===== src/rtl/wb_pkg.sv =====
// Shared definitions for the writeback / retire stage.
package wb_pkg;

  // Architectural EFLAGS bit positions
  localparam int FLAG_CF = 0;
  localparam int FLAG_PF = 2;
  localparam int FLAG_AF = 4;
  localparam int FLAG_ZF = 6;
  localparam int FLAG_SF = 7;
  localparam int FLAG_DF = 10;
  localparam int FLAG_OF = 11;

  // Bit 1 of EFLAGS is architecturally always set
  localparam logic [31:0] EFLAGS_RESET = 32'h0000_0002;

  // Store datasize encodings
  localparam logic [1:0] DS_BYTE  = 2'd0;
  localparam logic [1:0] DS_WORD  = 2'd1;
  localparam logic [1:0] DS_DWORD = 2'd2;

  typedef enum logic {
    REP_IDLE   = 1'b0,
    REP_ACTIVE = 1'b1
  } rep_state_e;

  // Expand the compact {OF,DF,SF,ZF,AF,PF,CF} mask onto EFLAGS bit positions
  function automatic logic [31:0] flag_mask(input logic [6:0] m);
    logic [31:0] r;
    r          = '0;
    r[FLAG_CF] = m[0];
    r[FLAG_PF] = m[1];
    r[FLAG_AF] = m[2];
    r[FLAG_ZF] = m[3];
    r[FLAG_SF] = m[4];
    r[FLAG_DF] = m[5];
    r[FLAG_OF] = m[6];
    return r;
  endfunction

endpackage


===== src/rtl/store_queue.sv =====
// Circular FIFO holding retired stores until the D-cache accepts them.
module store_queue #(
  parameter int DEPTH = 4,
  parameter int W     = 66
) (
  input  logic         clk,
  input  logic         rst_n,
  input  logic         push_i,
  input  logic [W-1:0] din_i,
  input  logic         pop_i,
  output logic [W-1:0] dout_o,
  output logic         full_o,
  output logic         empty_o
);

  localparam int PW = $clog2(DEPTH);
  localparam int CW = PW + 1;
  localparam logic [CW-1:0] FULL_CNT = CW'(DEPTH);

  logic [W-1:0]  mem_q [DEPTH];
  logic [PW-1:0] wr_ptr_q, rd_ptr_q;
  logic [CW-1:0] count_q;

  assign full_o  = (count_q == FULL_CNT);
  assign empty_o = (count_q == '0);
  assign dout_o  = mem_q[rd_ptr_q];

  // Payload storage; no reset needed since entries are only read when valid
  always_ff @(posedge clk) begin
    if (push_i) mem_q[wr_ptr_q] <= din_i;
  end

  // Pointer and occupancy bookkeeping; pointers wrap naturally at DEPTH
  always_ff @(posedge clk or negedge rst_n) begin
    if (!rst_n) begin
      wr_ptr_q <= '0;
      rd_ptr_q <= '0;
      count_q  <= '0;
    end else begin
      if (push_i) wr_ptr_q <= wr_ptr_q + 1'b1;
      if (pop_i)  rd_ptr_q <= rd_ptr_q + 1'b1;
      case ({push_i, pop_i})
        2'b10:   count_q <= count_q + 1'b1;
        2'b01:   count_q <= count_q - 1'b1;
        default: count_q <= count_q;
      endcase
    end
  end

endmodule


===== src/rtl/writeback_sq.sv =====
// Writeback / retire stage: GPR commit, EFLAGS merge, REPNE count tracking
// and a store queue draining to the D-cache.
module writeback_sq
  import wb_pkg::*;
#(
  parameter int DATA_W     = 32,
  parameter int ADDR_W     = 32,
  parameter int SQ_DEPTH   = 4,
  parameter int NUM_GPR_WR = 3,
  parameter int DR_W       = 3
) (
  input  logic                         CLK,
  input  logic                         RST,
  input  logic                         WB_V,
  output logic                         WB_READY,
  input  logic [NUM_GPR_WR*DR_W-1:0]   WB_DR,
  input  logic [NUM_GPR_WR-1:0]        WB_LD_GPR,
  input  logic [NUM_GPR_WR*DATA_W-1:0] WB_DATA,
  input  logic                         WB_ST,
  input  logic [ADDR_W-1:0]            WB_ADDRESS,
  input  logic [DATA_W-1:0]            WB_ST_DATA,
  input  logic [1:0]                   WB_DATASIZE,
  input  logic [31:0]                  WB_FLAGS,
  input  logic                         WB_LD_FLAGS,
  input  logic [6:0]                   WB_FLAGS_AFFECTED,
  input  logic                         WB_REP_FIRST,
  input  logic                         WB_REP_STEP,
  input  logic [31:0]                  WB_COUNT,
  output logic [NUM_GPR_WR*DR_W-1:0]   Out_DR,
  output logic [NUM_GPR_WR*DATA_W-1:0] Out_DR_Data,
  output logic [NUM_GPR_WR-1:0]        Out_v_ld_gpr,
  output logic [31:0]                  Out_Flags,
  output logic [31:0]                  Out_Count,
  output logic                         Out_repne_term,
  output logic                         Out_Dcache_Valid,
  input  logic                         Dcache_Ready,
  output logic [ADDR_W-1:0]            Out_Dcache_Address,
  output logic [DATA_W-1:0]            Out_Dcache_Data,
  output logic [1:0]                   Out_Dcache_Size,
  output logic                         Out_sq_empty
);

  localparam int SQ_W = ADDR_W + DATA_W + 2;

  logic            retire;
  logic            sq_full, sq_empty, sq_push, sq_pop;
  logic [SQ_W-1:0] sq_head;

  logic [31:0] flags_q, flags_d, flags_wmask;
  logic [31:0] count_q, rep_base, rep_dec;
  rep_state_e  rep_state_q;
  logic        rep_step, rep_term;

  // Stall only on a store that cannot be queued; full comes from registers only
  assign WB_READY = !(WB_ST && sq_full);
  assign retire   = WB_V && WB_READY;

  assign Out_DR       = WB_DR;
  assign Out_DR_Data  = WB_DATA;
  assign Out_v_ld_gpr = {NUM_GPR_WR{retire}} & WB_LD_GPR;

  assign sq_push = retire && WB_ST;
  assign sq_pop  = Out_Dcache_Valid && Dcache_Ready;

  store_queue #(
    .DEPTH (SQ_DEPTH),
    .W     (SQ_W)
  ) u_store_queue (
    .clk     (CLK),
    .rst_n   (RST),
    .push_i  (sq_push),
    .din_i   ({WB_ADDRESS, WB_ST_DATA, WB_DATASIZE}),
    .pop_i   (sq_pop),
    .dout_o  (sq_head),
    .full_o  (sq_full),
    .empty_o (sq_empty)
  );

  assign Out_Dcache_Valid   = !sq_empty;
  assign Out_sq_empty       = sq_empty;
  assign Out_Dcache_Address = sq_head[SQ_W-1 -: ADDR_W];
  assign Out_Dcache_Data    = sq_head[DATA_W+1 -: DATA_W];
  assign Out_Dcache_Size    = sq_head[1:0];

  // Post-merge flags; the REPNE terminate decision uses the merged ZF
  always_comb begin
    flags_wmask = (retire && WB_LD_FLAGS) ? flag_mask(WB_FLAGS_AFFECTED) : '0;
    flags_d     = (flags_q & ~flags_wmask) | (WB_FLAGS & flags_wmask) | EFLAGS_RESET;
  end

  // Iteration step: a FIRST in the same uop loads WB_COUNT before decrementing
  always_comb begin
    rep_base = WB_REP_FIRST ? WB_COUNT : count_q;
    rep_dec  = (rep_base == '0) ? '0 : rep_base - 32'd1;
    rep_step = retire && WB_REP_STEP && (WB_REP_FIRST || rep_state_q == REP_ACTIVE);
    rep_term = rep_step && ((rep_dec == '0) || flags_d[FLAG_ZF]);
  end

  assign Out_repne_term = rep_term;
  assign Out_Count      = count_q;
  assign Out_Flags      = flags_q;

  // Architectural EFLAGS register
  always_ff @(posedge CLK or negedge RST) begin
    if (!RST) flags_q <= EFLAGS_RESET;
    else      flags_q <= flags_d;
  end

  // REPNE sequencer: IDLE until FIRST, ACTIVE until a step terminates
  always_ff @(posedge CLK or negedge RST) begin
    if (!RST) begin
      rep_state_q <= REP_IDLE;
      count_q     <= '0;
    end else if (rep_step) begin
      count_q     <= rep_dec;
      rep_state_q <= rep_term ? REP_IDLE : REP_ACTIVE;
    end else if (retire && WB_REP_FIRST) begin
      count_q     <= WB_COUNT;
      rep_state_q <= REP_ACTIVE;
    end
  end

endmodule


===== config.mk =====
export PLATFORM = sky130hd
export DESIGN_NAME = writeback_sq
export DESIGN_NICKNAME = d
export VERILOG_FILES = /design/src/rtl/wb_pkg.sv /design/src/rtl/store_queue.sv /design/src/rtl/writeback_sq.sv
export SDC_FILE = /design/constraint.sdc
export NUM_CORES = 1
export LEC_CHECK = 0
export BUFFER_PORTS_ARGS = -buffer_cell sky130_fd_sc_hd__buf_2
export CAP_MARGIN = 10
export CORE_AREA = 2 2 193 195
export CTS_CLUSTER_DIAMETER = 30
export CTS_CLUSTER_SIZE = 10
export DETAILED_ROUTE_END_ITERATION = 16
export DIE_AREA = 0 0 195 197
export GPL_TIMING_DRIVEN = 0
export PLACE_DENSITY = 0.76
export SLEW_MARGIN = 0
export SYNTH_ARGS = -nofsm -noshare
export SYNTH_HDL_FRONTEND = slang
export SYNTH_SLANG_ARGS = --single-unit

===== constraint.sdc =====
create_clock -name CLK -period 4.5 [get_ports CLK]
set_input_delay 0.225 -clock CLK [delete_from_list [all_inputs] [get_ports CLK]]
set_output_delay 0.225 -clock CLK [all_outputs]
set_load 0.01 [all_outputs]

==> key figures <==
Place
  – GP Congestion: 0.964
  – Buffers on Ports: around 340
  – Area after detailed placement: 0.0172 mm^2
  – HPWL after detailed placement: 29.0 mm

Clocking
  – Later-pin clock latency in the skew report: 570 ps
  – Clock Path Buffers: 3
  – CTS Buf Count: 71
  – Clk sinks: between 300 and 400
  – H-Tree Level Count: 3
  – Clock-pin slew on the worst setup and hold paths: 40 ps
  – Clock root cell: clkbuf_16
  – Clock tree from TritonCTS: yes

Synthesis
  – Main synth FF type: edfxtp_1
  – Synthesized instance count: between 900 and 1k
  – Cells taking the most area after synthesis: edfxtp_1, mux4_2, dfrtp_1
  – Number of flops mapped to enable cells by yosys: between 200 and 300
  – Number of synthesized register bits: around 310
  – Post-synth top area share: approximately 54%
  – Yosys warning count: 0
  – Portion of the post-synthesis area used by sequential elements: between 60 and 70%
  – Number of unique standard cell types used by synthesis: 75
  – Mean instance size in the synthesized netlist: roughly 15 um^2
  – Syn Std Cell Area: 0.0147 mm^2
  – Synth async-reset ratio: between 10% and 20%
  – Post-synthesis cell type with the largest combined area: edfxtp_1

Pwr
  – PD cells: roughly 590 mW/mm^2
  – Static leakage: between 0.008 and 0.009 uW
  – Peak VDD IR: approximately 0.42 mV

Drt
  – Number of vias per cell: 5.27
  – Detailed Routing Iterations Pass 1: 7
  – Final routed wire length divided by cell count: roughly 21 um
  – Routed via count: around 11k
  – Residual antenna-violating net count after detailed routing: 0
  – First-iteration detailed-routing DRC count: roughly 780
  – Total wirelength of the detailed-routed design: 43.7 mm
  – Residual DRC: 0

Timing
  – Fmax: roughly 230 MHz
  – Final setup violating endpoints: 0
  – Min Hold Slack: between 40 and 50 ps
  – Final number of max-transition violations: 0
  – Final critical delay including setup and external delays: around 4400 ps
  – Final clock period utilization by the worst path: between 90% and 100%
  – Worst-case headroom to the max-slew limit: 32.6%
  – Final number of hold-violating endpoints: 0
  – Unrepaired setup endpoints after global routing: no
  – Largest clock skew in the final design: 14.8 ps
  – Worst Tran Pin Value: 1010 ps

Die
  – Core region area: ~0.036 mm^2
  – Die span in y: around 200 um
  – Top-level I/O count: about 500
  – Num rows: 70
  – Starting Density: 40.5%
  – DIE WIDTH: around 200 um
  – Area enclosed by the die boundary: slightly below 0.04 mm^2

Global route
  – Overall Global Routing Usage: between 20 and 25%
  – Remaining global-route overflow: 0
  – Initial antenna violation count: 2
  – Via count of the first global-routing pass: roughly 11k
  – Maximum number of pins on one net before global-route repair: 41
  – First-pass GRT wire length: ~65 mm

Layout
  – Fraction of layout cells with a size suffix above 1: between 40% and 50%
  – Final-stage net count: approximately 1.8k
  – Area grow syn2layout: 40.8%
  – Area of all placed cells without fillers: roughly 0.021 mm^2

Critical path
  – Data required time of the critical path: ~4300 ps
  – Critical Path Source Type: primary input
  – Startpoint-to-endpoint class of the critical path: primary input to output port
  – Data arrival time at the worst-slack endpoint: around 4200 ps
  – Crit path capture type: output port
  – Peak fanout along the critical path: 19

Run status
  – Outcome: complete, no violations

Run
  – Maximum capacitance violations: 0

Min path
  – Worst min-delay path category: primary input to flip-flop
cell usage after synthesis (all sizes together), types with 4 or more instances:
library cell,instances
nand2b,5
a22o,7
edfxtp,264
xor2,10
nor2,51
mux4,66
mux2,14
nor3,28
a22oi,7
ha,6
clkbuf,25
dfrtp,47
nor4,11
mux2i,21
nand4b,4
nand2,42
a221oi,7
a31oi,4
and2,8
inv,9
xnor2,18
o22ai,4
and3,11
or3b,10
buf,147
or3,14
o31ai,4
o21ai,33
o21a,7
a21oi,22
a21o,6
nor3b,10
nand3,16
worst paths after layout:
kind | startpoint | end | slack [ps] | cells past startpoint
min reg2reg | u_store_queue.count_q[2] | u_store_queue.count_q[2] | 480 | 1
min | WB_COUNT[16] | Out_Count[16] | 40 | 3
max in group asynchronous | RST | Out_Count[2] | 3720 | 3
max | WB_REP_FIRST | Out_repne_term | 110 | 17
min in group asynchronous | RST | async pin | 200 | 2
max reg2reg | Out_Count[0] | Out_Count[30] | 860 | 13
cell usage in the layout (no fill, tap or decap), types with 13 or more instances in the layout:
master | netlist | routed
mux4_2 | 66 | 66
clkinv_2 | 0 | 13
o21ai_0 | 25 | 25
buf_4 | 133 | 133
nor2_1 | 51 | 51
conb_1 | 2 | 25
nor3_1 | 27 | 26
a21oi_1 | 22 | 21
mux2i_1 | 21 | 21
nand3_1 | 14 | 13
nand2_1 | 42 | 42
buf_2 | 6 | 342
dfrtp_1 | 47 | 47
edfxtp_1 | 264 | 264
dlygate4sd3_1 | 0 | 87
clkbuf_1 | 25 | 27
mux2_2 | 14 | 14
xnor2_1 | 18 | 18
or3_1 | 14 | 14
clkbuf_16 | 0 | 73
per-layer routing:
metal  routed length (um)  track usage (%)
met1                16900             27.2
met3                 3590             5.22
met2                21700             37.6
met5                   11                0
met4                 1460             10.4
through the flow:
step	TNS (ps)	std cells	power [uW]	setup WS (ps)	utilization, %
2_1_floorplan	0	1015	5580	86.7	-
3_3_place_gp	-113440	1822	6690	-2060	47.1
3_5_place_dp	-48610	1827	6760	-2080	47.4
4_1_cts	0	2043	12300	115	57.0
5_1_grt	0	2043	12700	0.141	57.1
6_report	0	2044	12200	113	57.1
logic make-up after synthesis:
logic type,Yosys count,synth area share [%]
buffers and inverters,182,8.10
XOR/XNOR,28,1.67
multiplexers,101,12.6
flip-flops,311,61.9
AO/OA/AOI/OAI,135,6.40
adder cells (fa/ha/maj),7,0.647
other,2,0.0511
AND/OR/NAND/NOR,226,8.57
registers in the layout (all words and copies together), names as in the netlist, named ones only:
signal / flops
Out_Count: 32
u_store_queue.rd_ptr_q: 2
Out_Flags: 1
u_store_queue.wr_ptr_q: 2
u_store_queue.mem_q: 264
rep_state_q: 1
u_store_queue.count_q: 3
power by group:
part           switching (uW)  total (uW)  internal, uW
Combinational            1610        3010          1400
Sequential                248        3790          3540
Clock                    1680        5400          3720
Total                    3540       12200          8660
what timing repair did:
item | in CTS | in global routing
pin swaps | 2 | 3
gates cloned | 0 | 0
gates resized for setup | 21 | 2
hold endpoints to repair | 297 | 0
setup buffers | 2 | 0
hold buffers | 87 | 0
endpoints found under the setup margin | 34 | 1
critical path: stages:
cell      delay (ps)
buf_2            140
buf_6            210
buf_12           200
buf_12           180
clkbuf_8         200
mux2i_1          230
ha_2             250
or4b_4           500
a222oi_1         350
buf_4            200
a211o_1          150
nand3_1          230
a211oi_2         330
o2111a_1         250
o21ai_1           80
a21oi_2          230
buf_2            170
layout make-up:
type	count	area [um^2]
Antenna cell	1	2.50
Buffer	168	1180
Clock buffer	81	1890
Clock inverter	50	652
Fill cell	2843	15600
Inverter	10	38.8
Multi-Input combinational cell	522	4550
Sequential cell	311	9100
Tap cell	468	586
Timing Repair Buffer	433	2700
Power figures use the tool's default switching activity.
